File: src/rtl/fft_pkg.sv
// rtl/fft_pkg.sv - shared sample and frame types for the 4-point FFT datapath
package fft_pkg;
    localparam int DATA_W = 16;
    localparam int FFT_N  = 4;

    typedef struct packed {
        logic signed [DATA_W-1:0] re;
        logic signed [DATA_W-1:0] im;
    } cplx_t;

    typedef cplx_t frame_t [FFT_N];
endpackage

File: src/rtl/fft4_frame_bank.sv
// rtl/fft4_frame_bank.sv - four-entry complex register bank, indexed write, parallel read
module fft4_frame_bank
    import fft_pkg::*;
(
    input  logic       clk,
    input  logic       rst,
    input  logic       we_i,
    input  logic [1:0] idx_i,
    input  cplx_t      wdata_i,
    output frame_t     rdata_o
);
    frame_t mem_q;

    always_ff @(posedge clk or posedge rst) begin
        if (rst) begin
            for (int i = 0; i < FFT_N; i++) begin
                mem_q[i] <= '0;
            end
        end else if (we_i) begin
            mem_q[idx_i] <= wdata_i;
        end
    end

    assign rdata_o = mem_q;
endmodule

File: src/rtl/fft4_framer.sv
// rtl/fft4_framer.sv - packs a serial complex sample stream into ping-pong 4-sample frames
module fft4_framer
    import fft_pkg::*;
#(
    parameter int DATA_W = 16
) (
    input  logic                     clk,
    input  logic                     rst,
    input  logic                     s_valid,
    output logic                     s_ready,
    input  logic signed [DATA_W-1:0] s_real,
    input  logic signed [DATA_W-1:0] s_imag,
    input  logic                     s_last,
    output logic                     m_valid,
    input  logic                     m_ready,
    output logic signed [DATA_W-1:0] x0_real,
    output logic signed [DATA_W-1:0] x0_imag,
    output logic signed [DATA_W-1:0] x1_real,
    output logic signed [DATA_W-1:0] x1_imag,
    output logic signed [DATA_W-1:0] x2_real,
    output logic signed [DATA_W-1:0] x2_imag,
    output logic signed [DATA_W-1:0] x3_real,
    output logic signed [DATA_W-1:0] x3_imag,
    output logic                     err_align
);
    logic [1:0] full_q, full_d;
    logic [1:0] wr_idx_q, wr_idx_d;
    logic       wr_bank_q, wr_bank_d;
    logic       rd_bank_q, rd_bank_d;
    logic       err_q, err_d;
    logic       accept, pop;
    cplx_t      wdata;
    frame_t     bank0_rd, bank1_rd, rd_frame;

    assign s_ready   = !full_q[wr_bank_q];
    assign m_valid   = full_q[rd_bank_q];
    assign err_align = err_q;
    assign accept    = s_valid && s_ready;
    assign pop       = m_valid && m_ready;
    assign wdata     = {s_real, s_imag};

    // Partial-frame samples land in the bank too; they are simply overwritten after a discard.
    fft4_frame_bank u_bank0 (
        .clk     (clk),
        .rst     (rst),
        .we_i    (accept && !wr_bank_q),
        .idx_i   (wr_idx_q),
        .wdata_i (wdata),
        .rdata_o (bank0_rd)
    );

    fft4_frame_bank u_bank1 (
        .clk     (clk),
        .rst     (rst),
        .we_i    (accept && wr_bank_q),
        .idx_i   (wr_idx_q),
        .wdata_i (wdata),
        .rdata_o (bank1_rd)
    );

    always_comb begin
        full_d    = full_q;
        wr_idx_d  = wr_idx_q;
        wr_bank_d = wr_bank_q;
        rd_bank_d = rd_bank_q;
        err_d     = 1'b0;
        if (accept) begin
            if (wr_idx_q == 2'd3) begin
                full_d[wr_bank_q] = 1'b1;
                wr_bank_d         = !wr_bank_q;
                wr_idx_d          = 2'd0;
                err_d             = !s_last;
            end else if (s_last) begin
                wr_idx_d = 2'd0;
                err_d    = 1'b1;
            end else begin
                wr_idx_d = wr_idx_q + 2'd1;
            end
        end
        // A completing bank is never full and the popped bank always is, so the two never collide.
        if (pop) begin
            full_d[rd_bank_q] = 1'b0;
            rd_bank_d         = !rd_bank_q;
        end
    end

    always_ff @(posedge clk or posedge rst) begin
        if (rst) begin
            full_q    <= 2'b00;
            wr_idx_q  <= 2'd0;
            wr_bank_q <= 1'b0;
            rd_bank_q <= 1'b0;
            err_q     <= 1'b0;
        end else begin
            full_q    <= full_d;
            wr_idx_q  <= wr_idx_d;
            wr_bank_q <= wr_bank_d;
            rd_bank_q <= rd_bank_d;
            err_q     <= err_d;
        end
    end

    always_comb begin
        if (rd_bank_q) rd_frame = bank1_rd;
        else           rd_frame = bank0_rd;
    end

    assign x0_real = rd_frame[0].re;
    assign x0_imag = rd_frame[0].im;
    assign x1_real = rd_frame[1].re;
    assign x1_imag = rd_frame[1].im;
    assign x2_real = rd_frame[2].re;
    assign x2_imag = rd_frame[2].im;
    assign x3_real = rd_frame[3].re;
    assign x3_imag = rd_frame[3].im;
endmodule

File: config.mk
export PLATFORM = sky130hd
export DESIGN_NAME = fft4_framer
export DESIGN_NICKNAME = d
export VERILOG_FILES = /design/src/rtl/fft_pkg.sv /design/src/rtl/fft4_frame_bank.sv /design/src/rtl/fft4_framer.sv
export SDC_FILE = /design/constraint.sdc
export NUM_CORES = 1
export LEC_CHECK = 0
export BUFFER_PORTS_ARGS = -buffer_cell sky130_fd_sc_hd__buf_2
export CAP_MARGIN = 20
export CORE_MARGIN = 10
export CORE_UTILIZATION = 50
export CTS_BUF_LIST = sky130_fd_sc_hd__clkbuf_4 sky130_fd_sc_hd__clkbuf_8
export DETAILED_ROUTE_END_ITERATION = 12
export GPL_TIMING_DRIVEN = 0
export PLACE_DENSITY = 0.75
export SETUP_SLACK_MARGIN = 0.02
export SYNTH_ARGS = -nofsm -noshare
export SYNTH_HDL_FRONTEND = slang
export SYNTH_HIERARCHICAL = 1
export SYNTH_SLANG_ARGS = --single-unit
File: constraint.sdc
create_clock -name clk -period 4.85 [get_ports clk]
set_input_delay 0.2425 -clock clk [delete_from_list [all_inputs] [get_ports clk]]
set_output_delay 0.2425 -clock clk [all_outputs]
set_load 0.02 [all_outputs]
## Yosys cells after proc, flatten, opt, wreduce, memory -nomap -nowiden

Index checks and enable logic that the tools add are counted.

- Output and inout bits: 131
- Bits in writable memories: 0
- Logic and storage cells: 66
- Bits in read-only memories: 0
- Register bits after elaboration: 263
- Memories kept: 0
- Bits in latches: 0

- Equal/unequal tests: 1
- $mul: 0
- Reductions and logical operators: 12
- Div/mod/pow operators: 0
- Bitwise logic cells: 4
- Add/sub/neg operators: 1
- Order comparisons: 6
- Multiplexer cells: 21
- Shifts and indexed selects: 0

Operator list:

| cell | number |
|---|---|
| bitwise mux 128 bit | 2 |
| two-way mux 128 bit | 1 |
| demux 32 bit (select 2 bit) | 1 |
| two-way mux 32 bit | 1 |
| two-way mux 2 bit | 5 |
| two-way mux 1 bit | 9 |
| logical AND 1 bit | 7 |
| logical NOT 1 bit | 4 |
| less-than comparator 1 x 2 -> 1 bit (second input constant) | 2 |
| greater-or-equal comparator 3 bit (second input constant) | 1 |
| less-than comparator 3 x 1 -> 1 bit (second input constant) | 1 |
| inverter 2 -> 3 bit | 1 |
| adder 2 x 1 -> 2 bit (second input constant) | 1 |
| AND 2 bit | 1 |
| demux 1 bit (select 1 bit) | 2 |
| == test 2 bit (second input constant) | 1 |
| greater-or-equal comparator 1 bit (second input constant) | 2 |
| inverter 2 bit | 1 |
| OR 2 bit | 1 |
| AND reduction 2 bit | 1 |

## Longest topological paths before layout

Gate-level depths: netlist of run 1.

- Depth in word-level cells: 9
- Mapped depth: 5
- Depth with buffers taken out: 4

## Hierarchy

The synthesis of run 1 kept the hierarchy.

By module, submodules not included:

| module | times used | seq. area each (um2) | cells an instance | area an instance (um2) |
|---|---|---|---|---|
| fft4_frame_bank | 2 | 3203.1 | 273 | 4748.3 |
| fft4_framer | 1 | 175.2 | 174 | 1911.8 |

## Least setup slack after synthesis of run 1

Ideal clock, no wire load.

- Kind: register -> register
- Start: reg wr_bank_q
- End: reg u_bank0.mem_q (netlist bit u_bank0/rdata_o[117])
- Path buffers: 1
- Library setup time: 125 ps
- Cell stages (with the launch flop): 5
- Period minus slack after synthesis: 1763 ps
- Setup slack: 3087 ps
- Data arrival time: 1638 ps
- Cell sequence: dfrtp_1 > nor3b_1 > nor3b_2 > buf_4 > mux2_2

- Cells in the longest elaborated chain, start to end: 5
- Elaborated cells between the ends (all ways): 6
- Classes of those cells: 2 x mux; 4 x reduce/logical

RTL lines:

| item | RTL line | text |
|---|---|---|
| start: declaration | fft4_framer.sv:28 | `logic wr_bank_q, wr_bank_d;` |
| start signal: assignment | fft4_framer.sv:97 | `wr_bank_q <= wr_bank_d;` |
| two-way mux 1 bit (implied by the code) (2 in series) | fft4_framer.sv:35 | `assign s_ready = !full_q[wr_bank_q];` |
| logical NOT 1 bit | fft4_framer.sv:35 |  |
| logical AND 1 bit | fft4_framer.sv:38 | `assign accept = s_valid && s_ready;` |
| logical AND 1 bit * | fft4_framer.sv:46 | `.we_i (accept && !wr_bank_q),` |
| end signal: indexed assignment | fft4_frame_bank.sv:20 | `mem_q[idx_i] <= wdata_i;` |
| end: declaration | fft4_frame_bank.sv:12 | `frame_t mem_q;` |

Mark *: on every way between the ends. The rest lies on a longest branch, timed or not. The select of a mux whose other input is x is not followed.
A chain may end at the register's enable or synchronous reset.

## Final worst setup path of run 1

- Start: reg wr_bank_q
- End: reg u_bank0.mem_q (netlist bit u_bank0/rdata_o[110])

Same word-level chain as after synthesis.

==> results of run 1 <==
==> cells by family after synthesis <==
| kind of cell | count (synthesis) | share of synthesized area (%) |
|---|---|---|
| AOI/OAI and AO/OA | 5 | 0.285 |
| DFF | 263 | 57.7 |
| and+or+nand+nor | 20 | 1.12 |
| muxes | 388 | 38.3 |
| xor gates and xnor gates | 1 | 0.0768 |
| adders and majority gates | 1 | 0.110 |
| buffers and inverters | 42 | 2.43 |
==> final cells by class <==
cell class	instances	area share, %
repair buffers	172	6.79
inverters	3	0.157
diodes	1	0.0184
plain buffers	39	1.96
multi-input cells	415	33.5
well taps	285	2.63
clock buffers	69	6.35
clock inverters	1	0.0369
flip-flops and latches	263	48.5
==> how the worst max path moves through the flow <==
| stage | to | slack (ns) |
|---|---|---|
| finish | u_bank0/rdata_o[110] | 2.65 |
| global placement | u_bank0/rdata_o[117] | -0.86 |
| global route | u_bank0/rdata_o[107] | 2.44 |
| CTS | u_bank0/rdata_o[112] | 2.66 |
| floorplan | u_bank0/rdata_o[0] | 1.19 |
| detailed placement | u_bank0/rdata_o[112] | 2.70 |
==> per-stage QoR <==
stage / std cells / total power, W / hold WS (ns) / util, %
floorplan: 720 / 0.00681 / 0.0459 / -
global placement: 1172 / 0.00807 / 0.229 / 55.8
detailed placement: 1174 / 0.00820 / 0.293 / 56.1
CTS: 1247 / 0.0102 / 0.0107 / 60.1
global route: 1247 / 0.0107 / 0.0503 / 60.1
finish: 1248 / 0.0101 / 0.0533 / 60.1
==> power breakdown <==
group / switching (W) / internal [W] / leakage [nW]
combinational: 0.00225 / 0.00212 / 2.83
clock: 0.000823 / 0.00111 / 0.464
sequential: 0.000503 / 0.00326 / 3.27
total: 0.00357 / 0.00649 / 6.56
==> sequential cells by signal, indices dropped and copies added, names as in the netlist <==
register / cells
wr_bank_q: 1
wr_idx_q: 2
full_q: 2
rd_bank_q: 1
u_bank0/rdata_o: 128
err_align: 1
u_bank1/rdata_o: 128
==> critical path, stage by stage (launching register included) <==
cell     delay (ns)
dfrtp_1        0.45
nor3b_1        0.46
nor3b_2        0.50
buf_4          0.32
mux2_2         0.36
==> layer usage <==
layer	wire [um]	share of wire (%)	global-route usage, %
met5	0	0	0
met4	378	1.4	4.35
met3	1480	5.5	4.31
met2	12600	47	29.7
met1	12600	47	25.3
==> cell usage in the layout (no fill, tap or decap), drive strengths merged <==
master	Yosys	routed
buf	39	208
mux2	387	387
ha	1	1
nand3b	4	4
dfrtp	263	263
inv	3	3
a31oi	1	1
mux2i	1	1
diode	0	1
clkinv	0	1
o31ai	1	1
nor3	1	1
dlygate4sd3	0	3
o22a	1	1
nand3	2	2
a21oi	1	1
nor3b	4	4
xnor2	1	1
and3b	1	1
and3	1	1
nor2	4	4
clkbuf	0	69
nand2	3	3
o21ai	1	1
==> timing repair <==
action,4_1_cts,5_1_grt
hold endpoints to repair,132,0
buffers inserted,0,0
hold buffers,3,0
==> flow_metrics.tcl, run 1 <==
set metrics [dict create \
    cts_root_buf "clkbuf_8" \
    path_max_fanout 10 \
    synth_cell_types 24 \
    fillers 1826 \
    synthToLayoutAreaGrowth_pct 18.9 \
    dp_slack_ns 2.70 \
    fmax_mhz 454 \
    layout_min_cycle_time_ns 2.20 \
    dpl.hpwl_mm 18.2 \
    power_density_nw_per_um2 741 \
    hold_viol_final 0 \
    syn_area_per_cell_um2 15.8 \
    synth_flop_cell "dfrtp_1" \
    cts_buffers 45 \
    ios 168 \
    drc 0 \
    overflow 0 \
    worst_ep_required_time_ns 5.25 \
    fin_skew_ns 0.00911 \
    async_flop_share_pct 100 \
    hold_depth 2 \
    timing.final.crit_share_pct 45.4 \
    hp-class "input pin to flip-flop" \
    rr_startpoint "wr_bank_q" \
    dpl-instance-area_um2 12700 \
    clockBufferDepth 3 \
    whs_endpoint "u_bank1/rdata_o[121]" \
    syn_area_um2 11400 \
    grt_pass1_wl_mm 42.5 \
    fin_area_um2 13600 \
    antenna_left 0 \
    r2r-end "u_bank0/rdata_o[110]" \
    setup_violations 0 \
    synthesis.nets 758 \
    finalSetupTns_ns 0 \
    worstPathArrival_ns 2.60 \
    rsz0062_at_grt "false" \
    start_kind "flip-flop" \
    rows 55 \
    worstHoldStart "s_real[9]" \
    die_w_um 171 \
    p_leak_nw 6.56 \
    core_um2 22600 \
    worst-r2r-cell-count 4 \
    gp_congestion 0.736 \
    rrSetupSlack_ns 2.65 \
    routed_wl_mm 27.1 \
    synth_seq_cells 263 \
    cts_resized 0 \
    startpoint "wr_bank_q" \
    dr_total_vias 6733 \
    peakVddDrop_mv 0.537 \
    grt_max_degree 69 \
    multi_input_comb_area_um2 4550 \
    grtUsageTotal_pct 18.6 \
    drv_slew 0 \
    routedWlPerCell_um 21.7 \
    status "completed" \
    drtPass1Iterations 4 \
    die_area_um2 29300 \
    synth_edf_count 0 \
    start_util_pct 50.5 \
    synth_top_area_share_pct 57.7 \
    end_kind "flip-flop" \
    relSlewSlack_pct 56.7 \
    drive_above_1_share_pct 69.2 \
    worst_slack_ns 2.65 \
    clk_pin_slew_ns 0.06 \
    worstSetupPathType "flip-flop to flip-flop" \
    clock_sinks 263 \
    maxCapViolations 0 \
    cts_tree "done" \
    nets 977 \
    drt_iter0_drc 286 \
    synth_most_common_cell "mux2_2" \
    ys_seq_area_share_pct 57.7 \
    antenna_found_initial 1 \
    yosysWarnings 6 \
    die_h_um 171 \
    h-tree-depth 2 \
    synth_cells 720 \
    io_buffers 167 \
    regArea_um2 6580 \
    tightest_slew_ns 0.650 \
    synth.area.top_cells "dfrtp_1 58%, mux2_2 38%, buf_2 1.1%" \
    grt_pass1_vias 7379 \
    avgViaCountPerCell 5.40 \
    yosys.area.top_type "dfrtp_1" \
    clock_latency_ns 0.52 \
    synth_common_cells "383 x mux2_2, 263 x dfrtp_1, 24 x buf_2, 9 x buf_6, 6 x buf_4" \
]
Power figures use the tool's default switching activity.
==> run 2: changes to the inputs <==
--- a/config.mk
+++ b/config.mk
@@ -12,7 +12,7 @@
 export CTS_BUF_LIST = sky130_fd_sc_hd__clkbuf_4 sky130_fd_sc_hd__clkbuf_8
 export DETAILED_ROUTE_END_ITERATION = 12
 export GPL_TIMING_DRIVEN = 0
-export PLACE_DENSITY = 0.75
+export PLACE_DENSITY = 0.78
 export SETUP_SLACK_MARGIN = 0.02
 export SYNTH_ARGS = -nofsm -noshare
 export SYNTH_HDL_FRONTEND = slang
==> constraint.sdc (replaced) <==
create_clock -name clk -period 1.8 [get_ports clk]
set_input_delay 0.09 -clock clk [delete_from_list [all_inputs] [get_ports clk]]
set_output_delay 0.09 -clock clk [all_outputs]
set_load 0.02 [all_outputs]
==> run 2 against run 1 <==
  * The flow now finishes with violations (negative setup slack)
  * Die area unchanged
  * Count of clock-buffer cells in the layout fell by 1
  * Flip-flop and latch count stayed put
  * Non-clock buffer count grew 57
  * First-iteration DRC count fell by 2.4%
  * Core utilization increased by 7.7 points
  * Via count rose by 4.3%
  * Wire length rose by 10%
  * Final cell count increased by 4.6%
  * Clock skew decreased by 0.0033 ns
  * Critical path type is now flip-flop to output port
  * Largest cell class unchanged
==> flow_metrics.tcl, run 2 (synthesis results as in run 1) <==
set metrics [dict create \
    clock_latency_ns 0.53 \
    start_util_pct 50.5 \
    peakVddDrop_mv 1.36 \
    worst_ep_required_time_ns 1.71 \
    clock_sinks 263 \
    dpl.hpwl_mm 18.7 \
    drtPass1Iterations 4 \
    antenna_found_initial 1 \
    relSlewSlack_pct 52.3 \
    h-tree-depth 2 \
    status "finished, violations left" \
    die_h_um 171 \
    drt_iter0_drc 279 \
    final_cell_mix "304 x mux2_2, 258 x dfrtp_1, 91 x buf_6" \
    drive_above_1_share_pct 68.4 \
    rows 55 \
    cts_buffers 44 \
    power_density_nw_per_um2 2030 \
    cts_root_buf "clkbuf_8" \
    worstSetupPathType "flip-flop to output port" \
    routed_wl_mm 29.9 \
    routedWlPerCell_um 22.9 \
    clk_pin_slew_ns 0.06 \
    worst_slack_ns -0.122 \
    path_max_fanout 10 \
    grtUsageTotal_pct 19.8 \
    cts_tree "done" \
    tightest_slew_ns 0.713 \
    intPower_w 0.0204 \
    nets 1033 \
    drc 0 \
    p_leak_nw 7.42 \
    die_area_um2 29300 \
    violations "negative setup slack" \
    fin_hold_ws_ns 0.109 \
    dr_total_vias 7021 \
    worstPathArrival_ns 1.83 \
    antenna_left 0 \
    layout_min_cycle_time_ns 1.92 \
    grt_pass1_vias 7777 \
    end_kind "output port" \
    netSwitchingPower_w 0.0106 \
    finalPower_w 0.0310 \
    start_kind "flip-flop" \
    maxCapViolations 0 \
    hold_viol_final 0 \
    seq_power_share_pct 33.3 \
    core_um2 22600 \
    avgViaCountPerCell 5.38 \
    timing.final.crit_share_pct 107 \
    rrSetupSlack_ns 0.07 \
    gp_congestion 0.728 \
    clockBufferDepth 3 \
    rsz0062_at_grt "true" \
    grt_max_degree 40 \
    p_sw_share_pct 34.1 \
    fmax_mhz 520 \
    die_w_um 171 \
    drv_slew 0 \
    combPwrFrac_pct 49.9 \
    grt_pass1_wl_mm 45.1 \
    setup_violations 128 \
    fin_skew_ns 0.00585 \
    layout_commonest_cell "mux2_2" \
    overflow 0 \
    p_clk_share_pct 16.9 \
    synthToLayoutAreaGrowth_pct 34.1 \
    io_buffers 167 \
    ios 168 \
    hp-class "input pin to asynchronous set/reset pin" \
]
[run 2: cell types whose count changed in the layout (fill, tap and decap cells not counted), moves of 3 or more]
cell           change
buf_6             +82
dfrtp_1            -5
buf_2            -116
dfrtp_2            +5
mux2_4            +79
mux2_2            -79
nor3b_4            +3
buf_4             +33
dlygate4sd3_1     +33
buf_12            +20
[run 2: stage by stage]
stage	util [%]	cell area (um2)	TNS, ns	instances	setup WS, ns
after detailed placement	56.4	12700	-25.49	1178	-0.369
after CTS	64.4	14500	-14.15	1295	-0.155
after floorplan	-	11400	0	720	0.0369
after global routing	67.8	15300	-17.29	1305	-0.175
final	67.8	15300	-10.35	1305	-0.122
after global placement	55.9	12600	-286.77	1172	-1.05
[run 2: metal layers]
metal  wire [um]  track usage (%)
met1       13000             26.1
met3        1780             4.49
met4         504             4.95
met5           0                0
met2       14600             32.3
[run 2: worst paths after layout]
path	cells after the start	start	end
min	3	rst	rd_bank_q
max reg2reg	5	full_q[1]	u_bank1/rdata_o[105]
max in group asynchronous	5	rst	u_bank1/rdata_o[13]
max	5	rd_bank_q	x2_real[14]
min reg2reg	1	u_bank1/rdata_o[123]	u_bank1/rdata_o[123]
min in group clk	3	s_real[6]	u_bank0/rdata_o[22]
[run 2: cell type report]
class / instances / area (um2)
clock buffer: 68 / 855
timing repair buffer: 229 / 2110
tap: 285 / 357
multi-input combinational: 415 / 4870
sequential: 263 / 6590
inverter: 3 / 18.8
buffer: 39 / 475
antenna: 1 / 2.50
fill: 1560 / 7280
clock inverter: 2 / 10.0
[run 2: critical path, stage by stage, from the launching register on]
cell	delay, ns
dfrtp_1	0.34
buf_6	0.14
buf_12	0.14
buf_12	0.14
mux2_2	0.37
buf_4	0.17
[run 2: repair_timing]
item / in CTS / in global routing
pin swaps: 1 / 1
hold buffers: 36 / 0
setup endpoints to repair: 370 / 361
setup buffers: 8 / 7
gates cloned: 3 / 2
resized for setup: 136 / 198
hold endpoints to repair: 320 / 0
[run 2: power by group through the flow]
| stage | Clock [W] | Sequential [W] | Combinational [W] |
|---|---|---|---|
| finish | 0.00522 | 0.0103 | 0.0155 |
| global route | 0.00563 | 0.0107 | 0.0163 |
| CTS | 0.00535 | 0.0102 | 0.0134 |
| detailed placement | 0 | 0.0102 | 0.0119 |
| global placement | 0 | 0.0100 | 0.0117 |
| floorplan | 0 | 0.00976 | 0.00859 |
